$ cat src/rtl/ifetch_pkg.sv
// Shared constants for the instruction-fetch front end.
package ifetch_pkg;
    localparam int IFETCH_DEPTH   = 4;
    localparam int IFETCH_A_WIDTH = 8;
    localparam int IFETCH_I_WIDTH = 16;

    function automatic int cnt_width(input int depth);
        return $clog2(depth + 1);
    endfunction
endpackage

$ cat src/rtl/sync_fifo.sv
// Small synchronous FIFO with combinational head, occupancy count and a flush that beats push/pop.
module sync_fifo #(
    parameter int WIDTH = 8,
    parameter int DEPTH = 4
) (
    input  logic             clk,
    input  logic             rst,
    input  logic             push,
    input  logic [WIDTH-1:0] push_data,
    input  logic             pop,
    input  logic             flush,
    output logic [WIDTH-1:0] head,
    output logic [$clog2(DEPTH+1)-1:0] count,
    output logic             full,
    output logic             empty
);
    localparam int PW = $clog2(DEPTH);
    localparam int CW = $clog2(DEPTH + 1);

    logic [WIDTH-1:0] mem_q [DEPTH];
    logic [PW-1:0]    wptr_q, rptr_q;
    logic [CW-1:0]    count_q;
    logic             do_push, do_pop;

    assign empty   = (count_q == '0);
    assign full    = (count_q == CW'(DEPTH));
    assign do_pop  = pop && !empty;
    assign do_push = push && (!full || do_pop);
    assign head    = mem_q[rptr_q];
    assign count   = count_q;

    always_ff @(posedge clk or posedge rst) begin
        if (rst) begin
            wptr_q  <= '0;
            rptr_q  <= '0;
            count_q <= '0;
        end else if (flush) begin
            wptr_q  <= '0;
            rptr_q  <= '0;
            count_q <= '0;
        end else begin
            if (do_push) wptr_q <= wptr_q + PW'(1);
            if (do_pop)  rptr_q <= rptr_q + PW'(1);
            count_q <= count_q + CW'(do_push) - CW'(do_pop);
        end
    end

    // Storage needs no reset: the read side is qualified by empty.
    always_ff @(posedge clk) begin
        if (do_push && !flush) mem_q[wptr_q] <= push_data;
    end
endmodule

$ cat src/rtl/ifetch.sv
// Fetch front end: issues req/gnt reads at pc, tracks in-flight reads, buffers in-order
// responses and hands {addr, instr} to decode; a redirect flushes and drops stale responses.
module ifetch
    import ifetch_pkg::*;
#(
    parameter int A_WIDTH = IFETCH_A_WIDTH,
    parameter int I_WIDTH = IFETCH_I_WIDTH,
    parameter int DEPTH   = IFETCH_DEPTH
) (
    input  logic               clk,
    input  logic               rst,
    input  logic [A_WIDTH-1:0] pc_addr,
    output logic               pc_advance,
    input  logic               redirect,
    output logic               mem_req,
    output logic [A_WIDTH-1:0] mem_addr,
    input  logic               mem_gnt,
    input  logic               mem_rvalid,
    input  logic [I_WIDTH-1:0] mem_rdata,
    output logic               instr_valid,
    input  logic               instr_ready,
    output logic [I_WIDTH-1:0] instr,
    output logic [A_WIDTH-1:0] instr_addr
);
    localparam int CW = cnt_width(DEPTH);

    logic [CW-1:0] inflight_q, inflight_d, drop_q, drop_d;
    logic [CW-1:0] ibuf_cnt, tagq_cnt;
    logic [CW:0]   occ;
    logic          grant, ibuf_push, ibuf_pop;
    logic          ibuf_full, ibuf_empty, tagq_full, tagq_empty;
    logic [A_WIDTH-1:0]         tag_head;
    logic [A_WIDTH+I_WIDTH-1:0] ibuf_head;

    // Request gating uses registered counts only, so no path from decode or memory data.
    assign occ        = {1'b0, inflight_q} + {1'b0, ibuf_cnt};
    assign mem_req    = !rst && !redirect && (occ < (CW+1)'(DEPTH));
    assign mem_addr   = pc_addr;
    assign grant      = mem_req && mem_gnt;
    assign pc_advance = grant;

    assign ibuf_push  = mem_rvalid && !redirect && (drop_q == '0);
    assign ibuf_pop   = instr_valid && instr_ready && !redirect;

    assign instr_valid           = !ibuf_empty;
    assign {instr_addr, instr}   = ibuf_empty ? '0 : ibuf_head;

    always_comb begin
        inflight_d = inflight_q + CW'(grant) - CW'(mem_rvalid);
        drop_d     = drop_q;
        if (redirect)
            drop_d = inflight_q - CW'(mem_rvalid);
        else if (mem_rvalid && drop_q != '0)
            drop_d = drop_q - CW'(1);
    end

    always_ff @(posedge clk or posedge rst) begin
        if (rst) begin
            inflight_q <= '0;
            drop_q     <= '0;
        end else begin
            inflight_q <= inflight_d;
            drop_q     <= drop_d;
        end
    end

    sync_fifo #(.WIDTH(A_WIDTH), .DEPTH(DEPTH)) u_tagq (
        .clk       (clk),
        .rst       (rst),
        .push      (grant),
        .push_data (mem_addr),
        .pop       (mem_rvalid),
        .flush     (1'b0),
        .head      (tag_head),
        .count     (tagq_cnt),
        .full      (tagq_full),
        .empty     (tagq_empty)
    );

    sync_fifo #(.WIDTH(A_WIDTH + I_WIDTH), .DEPTH(DEPTH)) u_ibuf (
        .clk       (clk),
        .rst       (rst),
        .push      (ibuf_push),
        .push_data ({tag_head, mem_rdata}),
        .pop       (ibuf_pop),
        .flush     (redirect),
        .head      (ibuf_head),
        .count     (ibuf_cnt),
        .full      (ibuf_full),
        .empty     (ibuf_empty)
    );

    a_no_ibuf_ovf:  assert property (@(posedge clk) disable iff (rst) !(ibuf_push && ibuf_full));
    a_no_tagq_ovf:  assert property (@(posedge clk) disable iff (rst) !(grant && tagq_full && !mem_rvalid));
    a_rsp_has_tag:  assert property (@(posedge clk) disable iff (rst) !(mem_rvalid && tagq_empty));
    a_tag_tracks:   assert property (@(posedge clk) disable iff (rst) tagq_cnt == inflight_q);
    a_drop_bounded: assert property (@(posedge clk) disable iff (rst) drop_q <= inflight_q);
endmodule
$ cat config.mk
export PLATFORM = sky130hd
export DESIGN_NAME = ifetch
export DESIGN_NICKNAME = d
export VERILOG_FILES = /design/src/rtl/ifetch_pkg.sv /design/src/rtl/sync_fifo.sv /design/src/rtl/ifetch.sv
export SDC_FILE = /design/constraint.sdc
export NUM_CORES = 1
export LEC_CHECK = 0
export BUFFER_PORTS_ARGS = -buffer_cell sky130_fd_sc_hd__buf_4
export CORE_ASPECT_RATIO = 1.2
export CORE_UTILIZATION = 30
export DETAILED_ROUTE_END_ITERATION = 10
export PLACE_DENSITY = 0.51
export RECOVER_POWER = 25
export SYNTH_ARGS = -nofsm -noshare
export SYNTH_HDL_FRONTEND = slang
export SYNTH_SLANG_ARGS = --single-unit
$ cat constraint.sdc
create_clock -name clk -period 2.6 [get_ports clk]
set_input_delay 0.52 -clock clk [delete_from_list [all_inputs] [get_ports clk]]
set_output_delay 0.52 -clock clk [all_outputs]
set_load 0.005 [all_outputs]
==> results of run 1 <==
[per-stage QoR]
step                      util, %  area, um2  power [W]  std cells
final                        37.0       7470    0.00723        672
after floorplan                 -       6170    0.00429        325
after global routing         37.0       7470    0.00768        672
after global placement       34.5       6960    0.00490        640
after CTS                    37.4       7550    0.00739        672
after detailed placement     34.5       6960    0.00494        640
[synthesized netlist by cell type (2+ instances only)]
cell type    n  area (um2)
and2_1      32         200
buf_2        3        15.0
buf_4        9        67.6
buf_6        3        33.8
clkbuf_1     5        18.8
dfrtp_1     20         500
edfxtp_1   128        3840
fa_1         3        60.1
ha_1        20         250
inv_1       18        67.6
mux2i_1      2        20.0
mux4_2      32         721
nand2_1      6        22.5
nand3_1      3        15.0
nor2_1      10        37.5
nor3_4       2        32.5
nor4b_2      2        30.0
o21ai_1      2        10.0
xnor2_1      7        61.3
xor2_1       7        61.3
[area by class of cell]
type	count	area (um2)	share of cell area [%]
clock buffers	17	425	5.69
clock inverters	15	166	2.23
inverters	18	67.6	0.904
multi-input cells	138	1620	21.7
flip-flops and latches	148	4350	58.2
well taps	265	332	4.44
repair buffers	71	513	6.87
[power by group]
part	switching (W)	internal, W	leakage, nW
clock network	0.000977	0.00144	0.283
registers	0.000184	0.00287	1.40
logic	0.000810	0.000959	0.956
[logic make-up after synthesis]
logic type / count (synthesis) / share of synthesized area, %
flops: 148 / 70.4
mux: 37 / 12.6
compound gates: 3 / 0.304
xor+xnor: 14 / 1.99
simple gates: 61 / 6.35
buf+inv: 39 / 3.34
fa+ha+maj: 23 / 5.03
[worst register-to-register path: stages, from the launching register on]
cell	delay [ns]
dfrtp_1	0.46
or3_1	0.36
nand2_1	0.11
nor2_1	0.05
ha_1	0.27
inv_1	0.05
ha_1	0.14
inv_1	0.05
fa_1	0.37
xnor2_1	0.16
nor2_1	0.05
[worst paths after layout]
| kind | startpoint | to | slack (ns) | cells past startpoint |
|---|---|---|---|---|
| setup / recovery | u_ibuf.rptr_q[0] | instr_addr[5] | 0.19 | 4 |
| hold / removal | rst | inflight_q[1] | 0.29 | 2 |
| setup reg to reg | u_ibuf.count[1] | u_ibuf.count[2] | 0.41 | 10 |
| hold reg to reg | u_ibuf.rptr_q[1] | u_ibuf.rptr_q[1] | 0.55 | 2 |
| max in group asynchronous | rst | u_ibuf.rptr_q[0] | 1.74 | 2 |
| min in group clk | pc_addr[7] | u_tagq.mem_q[2][7] | 0.33 | 1 |
[registers in the layout, indices dropped and copies added (netlist names)]
name and count:
drop_q 3, u_tagq.mem_q 32, u_tagq.wptr_q 2, u_ibuf.wptr_q 2, u_ibuf.mem_q 96, u_ibuf.rptr_q 2
inflight_q 3, u_tagq.rptr_q 2, u_tagq.count 3, u_ibuf.count 3
[metal layers]
layer	vias to the layer above	wire length [um]
met3	9	373
met2	61	5380
met1	1460	4500
met5	-	0
met4	0	112
li1	1361	-
[cell usage in the layout (no fill, tap or decap), types with 3 or more instances in the layout]
cell type and count:
and2_1 32, buf_12 5, buf_4 44, clkbuf_1 22
clkbuf_16 17, clkinvlp_4 3, dfrtp_1 19, edfxtp_1 128
fa_1 3, ha_1 20, inv_1 18, inv_6 5
mux4_2 32, nand2_1 6, nand3_1 3, nor2_1 10
xnor2_1 7, xor2_1 7
==> metrics.yaml, run 1 <==
run_status:
  outcome: "finished clean"
global_route:
  grt.overflow.total: 0
  globalRouteMet1Util_pct: 12.3
  grt_pass1_wl_mm: 16.9
  gr-max-usage-layer: "met2"
  met2_usage_pct: 18.7
  grt_pass1_vias: 3131
  grt_usage_pct: 10.8
  met3_usage_pct: 3.18
  grt_max_degree: 27
  antenna_found_initial: 0
setup_path:
  crit_buf_inv: 2
  crit_type: "register to primary output"
  cp_max_fo: 26
  path_cells: "buf_12, mux4_2, and2_1, buf_4"
  cp_data_arrival_time_ns: 1.89
  crit_required_ns: 2.08
  end_kind: "primary output"
  crit_path_top_delay_cell: "mux4_2"
  max_stage_delay_ns: 0.54
  cp_top_family: "multiplexers"
  critPathLaunchType: "register"
final_layout:
  syn_to_final_growth_pct: 21.0
  layout.nets: 447
  layout-drive-gt1-share_pct: 29.7
  diodes: 0
  fillers: 1886
timing:
  hold_violations: 0
  max_freq_mhz: 415
  rsz0062_at_grt: "false"
  fin_ws_ns: 0.193
  slew_headroom_pct: 45.3
  whs_ns: 0.292
  tns_ns: 0
  setup_viol_count_final: 0
  fin_crit_ns: 2.41
  drv_slew: 0
  period_share_pct: 92.6
  worst_pin_slew_ns: 0.819
  final.setup_skew_ns: 0.00996
route:
  routed_wirelength_mm: 10.4
  ant_nets: 0
  drc: 0
  vias_per_cell: 4.30
  num_vias: 2891
  wire_per_inst_um: 15.4
  first_pass_iters: 6
  drt-initial-drc-count: 154
cts:
  root_buffer: "clkbuf_16"
  cts.reportedPaths.clkPinSlew_ns: 0.07
  cts.sinks: 148
  post_cts_buffers: 0
  cts-buffers-inserted: 17
  cts_tree: "done"
  cts_buffer_depth: 2
  cts_max_level: 4
  ctsResizeCount: 0
  worstSkewPairLatency_ns: 0.41
  holdBufCountCts: 0
logic_synthesis:
  synth.distinct_cells: 31
  synth-seq-cells: 148
  synth-edff-count: 128
  syn_inst: 325
  synthesis.nets: 378
  syn_area_um2: 6170
  yosys_warnings: 0
  synth-main-ff-cell: "edfxtp_1"
  async_flop_share_pct: 13.5
  postSynthAreaPerCell_um2: 19.0
  yosysSeqAreaShare_pct: 70.4
floorplan:
  ios: 65
  fp-row-count: 57
  initial_core_util_pct: 30.6
  die_area_um2: 21200
  die_height_um: 159
  core_area_um2: 20200
  die_w_um: 133
placed_design:
  io_buffers: 64
  pre_cts_ws_ns: 0.410
  place.gp.congestion: 0.692
  dpl.hpwl_mm: 6.51
power_and_ir_drop:
  power_density_nw_per_um2: 968
  vdd_drop_max_mv: 0.394
  leakagePower_nw: 2.64
flow_run:
  max-cap-violations: 0
min_path:
  hold_class: "input port to async pin"
(Power assumes the default switching activity.)
==> run 2, diff against run 1 <==
==> constraint.sdc (replaced) <==
create_clock -name clk -period 2.5 [get_ports clk]
set_input_delay 0.5 -clock clk [delete_from_list [all_inputs] [get_ports clk]]
set_output_delay 0.5 -clock clk [all_outputs]
set_load 0.005 [all_outputs]
==> run 2 against run 1 <==
Effect of this change:
- clock skew decreased by 0.0020 ns
- utilization is 0.17 points higher
- via count rose by 0.14%
- clock-buffer cell count rose by 1
- register-to-register slack worse by 0.09 ns
- critical path type unchanged
- largest cell class unchanged
==> metrics.yaml, run 2 (synthesized netlist as in run 1, its figures left out) <==
run_status:
  outcome: "finished clean"  # unchanged
final_layout:
  layout-drive-gt1-share_pct: 30.4  # was 29.7%
  largest_reg_flops: 96  # unchanged
  final_cell_mix: "128 x edfxtp_1, 46 x buf_4, 32 x mux4_2, 32 x and2_1, 23 x clkbuf_1"  # was 128 x edfxtp_1, 44 x buf_4, 32 x mux4_2, 32 x and2_1, 22 x clkbuf_1
  largest-register: "u_ibuf.mem_q"  # unchanged
  layout.nets: 451  # was 447
  layout_commonest_cell: "edfxtp_1"  # unchanged
  final_util_pct: 37.2  # was 37.0%
  largest_registers: "u_ibuf.mem_q: 96 flops, u_tagq.mem_q: 32 flops"  # unchanged
  final_cells: 676  # was 672
  syn_to_final_growth_pct: 21.6  # was 21.0%
  diodes: 0  # unchanged
floorplan:
  initial_core_util_pct: 30.6  # unchanged
  core_area_um2: 20200  # unchanged
  ios: 65  # unchanged
  die_area_um2: 21200  # unchanged
  die_height_um: 159  # unchanged
  fp-row-count: 57  # unchanged
  die_w_um: 133  # unchanged
timing:
  whs_ns: 0.266  # was 0.292 ns
  max_freq_mhz: 418
  worst_pin_slew_ns: 0.825  # was 0.819 ns
  period_share_pct: 95.7
  slew_headroom_pct: 45.0  # was 45.3%
  final.setup_skew_ns: 0.00791  # was 0.00996 ns
  hold_violations: 0  # unchanged
  drv_slew: 0  # unchanged
  rsz0062_at_grt: "false"  # unchanged
  fin_crit_ns: 2.39
  tns_ns: 0  # unchanged
  setup_viol_count_final: 0  # unchanged
route:
  drt-initial-drc-count: 180  # was 154
  drc: 0  # unchanged
  first_pass_iters: 4  # was 6
  vias_per_cell: 4.28  # was 4.30
  wire_per_inst_um: 15.7  # was 15.4 um
  routed_wirelength_mm: 10.6  # was 10.4 mm
  ant_nets: 0  # unchanged
  num_vias: 2895  # was 2891
placed_design:
  dpl.hpwl_mm: 6.79  # was 6.51 mm
  io_buffers: 64  # unchanged
  dp.cells: 642  # was 640
  place.gp.congestion: 0.686  # was 0.692
setup_path:
  end_kind: "primary output"  # unchanged
  crit_path_top_delay_cell: "mux4_2"  # unchanged
  crit_required_ns: 2.00  # was 2.08 ns
  path_cells: "buf_12, mux4_2, and2_1, buf_4"  # unchanged
  critPathLaunchType: "register"  # unchanged
  cp_max_fo: 13  # was 26
  cp_top_family: "multiplexers"  # unchanged
  cp_data_arrival_time_ns: 1.89  # about the same
  max_stage_delay_ns: 0.50  # was 0.54 ns
  crit_type: "register to primary output"  # unchanged
  crit_buf_inv: 2  # unchanged
cts:
  worstSkewPairLatency_ns: 0.42  # was 0.41 ns
  cts.sinks: 148  # unchanged
  cts.reportedPaths.clkPinSlew_ns: 0.06  # was 0.07 ns
  cts_tree: "done"  # unchanged
  cts-buffers-inserted: 17  # unchanged
  cts_buffer_depth: 2  # unchanged
  post_cts_buffers: 0  # unchanged
  cts_max_level: 4  # unchanged
  ctsResizeCount: 0  # unchanged
  root_buffer: "clkbuf_16"  # unchanged
  holdBufCountCts: 0  # unchanged
power_and_ir_drop:
  fin_total_pwr_w: 0.00751  # was 0.00723 W
  leakagePower_nw: 2.66  # was 2.64 nW
  seqPwrFrac_pct: 42.5  # was 42.2%
  p_clk_share_pct: 32.4  # was 33.4%
  swShare_pct: 27.7  # was 27.2%
  power_density_nw_per_um2: 1000  # was 968 nW/um2
  combinationalPowerShare_pct: 25.1  # was 24.5%
  switching_power_w: 0.00208  # was 0.00197 W
  p_int_w: 0.00542  # was 0.00526 W
  vdd_drop_max_mv: 0.517  # was 0.394 mV
min_path:
  hold_class: "input port to async pin"  # unchanged
flow_run:
  max-cap-violations: 0  # unchanged
global_route:
  grt_usage_pct: 10.9  # was 10.8%
  grt_max_degree: 27  # unchanged
  grt_pass1_wl_mm: 17.1  # was 16.9 mm
  antenna_found_initial: 0  # unchanged
  grt_pass1_vias: 3150  # was 3131
  grt.overflow.total: 0  # unchanged
run 2: power by group through the flow:
| stage | combinational, W | sequential [W] | clock, W |
|---|---|---|---|
| global placement | 0.00190 | 0.00324 | 0 |
| floorplan | 0.00135 | 0.00312 | 0 |
| finish | 0.00188 | 0.00319 | 0.00243 |
| detailed placement | 0.00193 | 0.00325 | 0 |
| global route | 0.00211 | 0.00322 | 0.00260 |
| CTS | 0.00194 | 0.00320 | 0.00250 |
run 2: metrics by stage:
step	cell area (um2)	setup slack, ns
after detailed placement	7000	0.312
after CTS	7570	0.0237
after floorplan	6170	0.271
after global routing	7500	0.0303
after global placement	7000	0.338
final	7500	0.106
run 2: area by class of cell:
type                            count  area, um2
Clock buffer                       18        429
Multi-Input combinational cell    138       1620
Inverter                           18       67.6
Sequential cell                   148       4350
Tap cell                          265        332
Clock inverter                     14        141
Fill cell                        1851      12700
Timing Repair Buffer               75        568
run 2: routing by layer:
metal / up-vias / track usage, % / share of wire, %
met4: 0 / 3.76 / 1.3
met5: - / 0 / 0
met2: 67 / 18.8 / 52
met1: 1449 / 12.6 / 43
li1: 1368 / - / -
met3: 11 / 3.79 / 4.3
run 2: final timing paths:
kind | endpoint | cells after the start | startpoint | slack [ns]
worst max-delay path | instr[13] | 4 | u_ibuf.rptr_q[0] | 0.11
worst min-delay path | inflight_q[1] | 2 | rst | 0.27
worst max register to register | u_ibuf.count[2] | 10 | u_ibuf.count[2] | 0.32
worst min register to register | u_tagq.wptr_q[1] | 1 | u_tagq.wptr_q[1] | 0.59
max in group asynchronous | u_ibuf.rptr_q[0] | 2 | rst | 1.66
min in group clk | u_tagq.mem_q[0][6] | 1 | pc_addr[6] | 0.30
run 2: worst register-to-register path, cell delays in order (launching register included):
cell,delay [ns]
dfrtp_1,0.42
or3_1,0.41
nand2_1,0.11
nor2_1,0.05
ha_1,0.27
inv_1,0.06
ha_1,0.13
inv_1,0.05
fa_1,0.37
xnor2_1,0.17
nor2_1,0.05
==> run 3, diff against run 2 <==
--- a/config.mk
+++ b/config.mk
@@ -7,9 +7,9 @@
 export LEC_CHECK = 0
 export BUFFER_PORTS_ARGS = -buffer_cell sky130_fd_sc_hd__buf_4
 export CORE_ASPECT_RATIO = 1.2
-export CORE_UTILIZATION = 30
+export CORE_UTILIZATION = 40
 export DETAILED_ROUTE_END_ITERATION = 10
-export PLACE_DENSITY = 0.51
+export PLACE_DENSITY = 0.63
 export RECOVER_POWER = 25
 export SYNTH_ARGS = -nofsm -noshare
 export SYNTH_HDL_FRONTEND = slang
==> run 3 against run 2 <==
Effect of this change:
- final area decreased by 2.0%
- non-clock buffer count decreased by 4
- setup slack improved by 0.017 ns
- via count increased by 1.5%
==> metrics.yaml, run 3 (synthesized netlist as in run 1, its figures left out) <==
global_route:
  gr-max-usage-layer: "met2"  # unchanged
  grt_pass1_wl_mm: 16.4  # was 17.1 mm
  met3_usage_pct: 3.68  # was 3.79%
  grt_pass1_vias: 3165  # was 3150
  globalRouteMet1Util_pct: 17.7  # was 12.6%
  grt_max_degree: 27  # unchanged
  grt_usage_pct: 14.0  # was 10.9%
  met2_usage_pct: 22.6  # was 18.8%
  grt.overflow.total: 0  # unchanged
  antenna_found_initial: 0  # unchanged
cts:
  ctsResizeCount: 0  # unchanged
  cts-buffers-inserted: 17  # unchanged
  cts_tree: "done"  # unchanged
  cts.reportedPaths.clkPinSlew_ns: 0.06  # about the same
  root_buffer: "clkbuf_16"  # unchanged
  worstSkewPairLatency_ns: 0.41  # was 0.42 ns
  post_cts_buffers: 0  # unchanged
  cts_buffer_depth: 2  # unchanged
  holdBufCountCts: 0  # unchanged
  cts.sinks: 148  # unchanged
  cts_max_level: 4  # unchanged
power_and_ir_drop:
  vdd_drop_max_mv: 0.474  # was 0.517 mV
  fin_total_pwr_w: 0.00736  # was 0.00751 W
  power_density_nw_per_um2: 1000  # about the same
  leakagePower_nw: 2.61  # was 2.66 nW
floorplan:
  core_area_um2: 15000  # was 20200 um2
  fp-row-count: 49  # was 57
  die_height_um: 138  # was 159 um
  initial_core_util_pct: 41.1  # was 30.6%
  die_w_um: 115  # was 133 um
  die_area_um2: 15900  # was 21200 um2
  ios: 65  # unchanged
placed_design:
  place.gp.congestion: 0.708  # was 0.686
  placed_area_um2: 6890  # was 7000 um2
  dpl.hpwl_mm: 6.38  # was 6.79 mm
  io_buffers: 64  # unchanged
route:
  drt-initial-drc-count: 182  # was 180
  drc: 0  # unchanged
  first_pass_iters: 4  # unchanged
  vias_per_cell: 4.81  # was 4.28
  wire_per_inst_um: 16.5  # was 15.7 um
  ant_nets: 0  # unchanged
  num_vias: 2938  # was 2895
  routed_wirelength_mm: 10.1  # was 10.6 mm
setup_path:
  cp_top_family: "multiplexers"  # unchanged
  crit_required_ns: 2.00  # about the same
  crit_type: "register to primary output"  # unchanged
  r2r.worst_path.cells: 10  # unchanged
  r2r-start: "u_ibuf.count[2]"  # unchanged
  end_kind: "primary output"  # unchanged
  crit_path_top_delay_cell: "mux4_2"  # unchanged
  crit_buf_inv: 2  # unchanged
  critPathLaunchType: "register"  # unchanged
  cp_data_arrival_time_ns: 1.88  # was 1.89 ns
  cp.depth: 4  # unchanged
  cp_max_fo: 26  # was 13
  critical_path.startpoint: "u_ibuf.rptr_q[0]"  # unchanged
  rr_endpoint: "u_ibuf.count[2]"  # unchanged
  max_stage_delay_ns: 0.54  # was 0.50 ns
  regToRegSetupSlack_ns: 0.25  # was 0.32 ns
  path_cells: "buf_12, mux4_2, and2_1, buf_4"  # unchanged
final_layout:
  layout.nets: 447  # was 451
  final_util_pct: 49.0  # was 37.2%
  layout_commonest_cell: "edfxtp_1"  # unchanged
  layout-drive-gt1-share_pct: 29.7  # was 30.4%
  largest_registers: "u_ibuf.mem_q: 96 flops, u_tagq.mem_q: 32 flops"  # unchanged
  stdcell_area_um2: 7360  # was 7500 um2
  largest-register: "u_ibuf.mem_q"  # unchanged
  largest_reg_flops: 96  # unchanged
  syn_to_final_growth_pct: 19.2  # was 21.6%
  final_cell_mix: "128 x edfxtp_1, 44 x buf_4, 32 x mux4_2, 32 x and2_1, 22 x clkbuf_1"  # was 128 x edfxtp_1, 46 x buf_4, 32 x mux4_2, 32 x and2_1, 23 x clkbuf_1
  diodes: 0  # unchanged
  fillers: 1238  # was 1851
flow_run:
  max-cap-violations: 0  # unchanged
timing:
  tns_ns: 0  # unchanged
  setup_viol_count_final: 0  # unchanged
  period_share_pct: 95.1  # was 95.7%
  hold_violations: 0  # unchanged
  rsz0062_at_grt: "false"  # unchanged
  drv_slew: 0  # unchanged
  final.setup_skew_ns: 0.0117  # was 0.00791 ns
  max_freq_mhz: 421  # was 418 MHz
  worst_pin_slew_ns: 0.776  # was 0.825 ns
  fin_crit_ns: 2.38  # was 2.39 ns
  slew_headroom_pct: 48.2  # was 45.0%
min_path:
  hold_class: "input port to async pin"  # unchanged
run_status:
  outcome: "finished clean"  # unchanged
[run 3: cell types whose count changed in the layout (fill, tap and decap cells not counted), sizes merged]
cell      delta
buf          -4
clkinvlp     +4
inv          -3
clkbuf       -1
[run 3: power by group]
part / total, W / switching, W / internal [W]
clock network: 0.00234 / 0.000974 / 0.00137
registers: 0.00318 / 0.000196 / 0.00298
logic: 0.00184 / 0.000841 / 0.000999
[run 3: worst max-delay path by stage]
stage                     slack [ns]               to
after CTS                       0.07    instr_addr[5]
after global routing            0.03    instr_addr[2]
after global placement          0.36  u_ibuf.count[2]
after floorplan                 0.27  u_ibuf.count[2]
after detailed placement        0.28  u_ibuf.count[2]
final                           0.12    instr_addr[0]
[run 3: per-stage QoR]
step	setup WS (ns)	instances	hold slack [ns]
floorplan	0.271	325	0.464
global placement	0.365	579	0.543
detailed placement	0.285	579	0.563
CTS	0.0711	611	0.269
global route	0.0274	611	0.304
finish	0.123	611	0.264
[run 3: cell type report]
cell class / instances / area [um2] / share of cell area [%]
sequential: 148 / 4350 / 59.1
multi-input combinational: 138 / 1620 / 22.0
timing repair buffer: 71 / 513 / 6.97
clock buffer: 17 / 425 / 5.78
tap: 204 / 255 / 3.47
clock inverter: 15 / 130 / 1.77
inverter: 18 / 67.6 / 0.918
[run 3: per-layer routing]
layer | wire [um] | share of wire [%] | vias up
met5 | 0 | 0 | -
met4 | 135 | 1.3 | 0
met3 | 378 | 3.8 | 11
met2 | 5070 | 50 | 63
met1 | 4490 | 45 | 1504
li1 | - | - | 1360
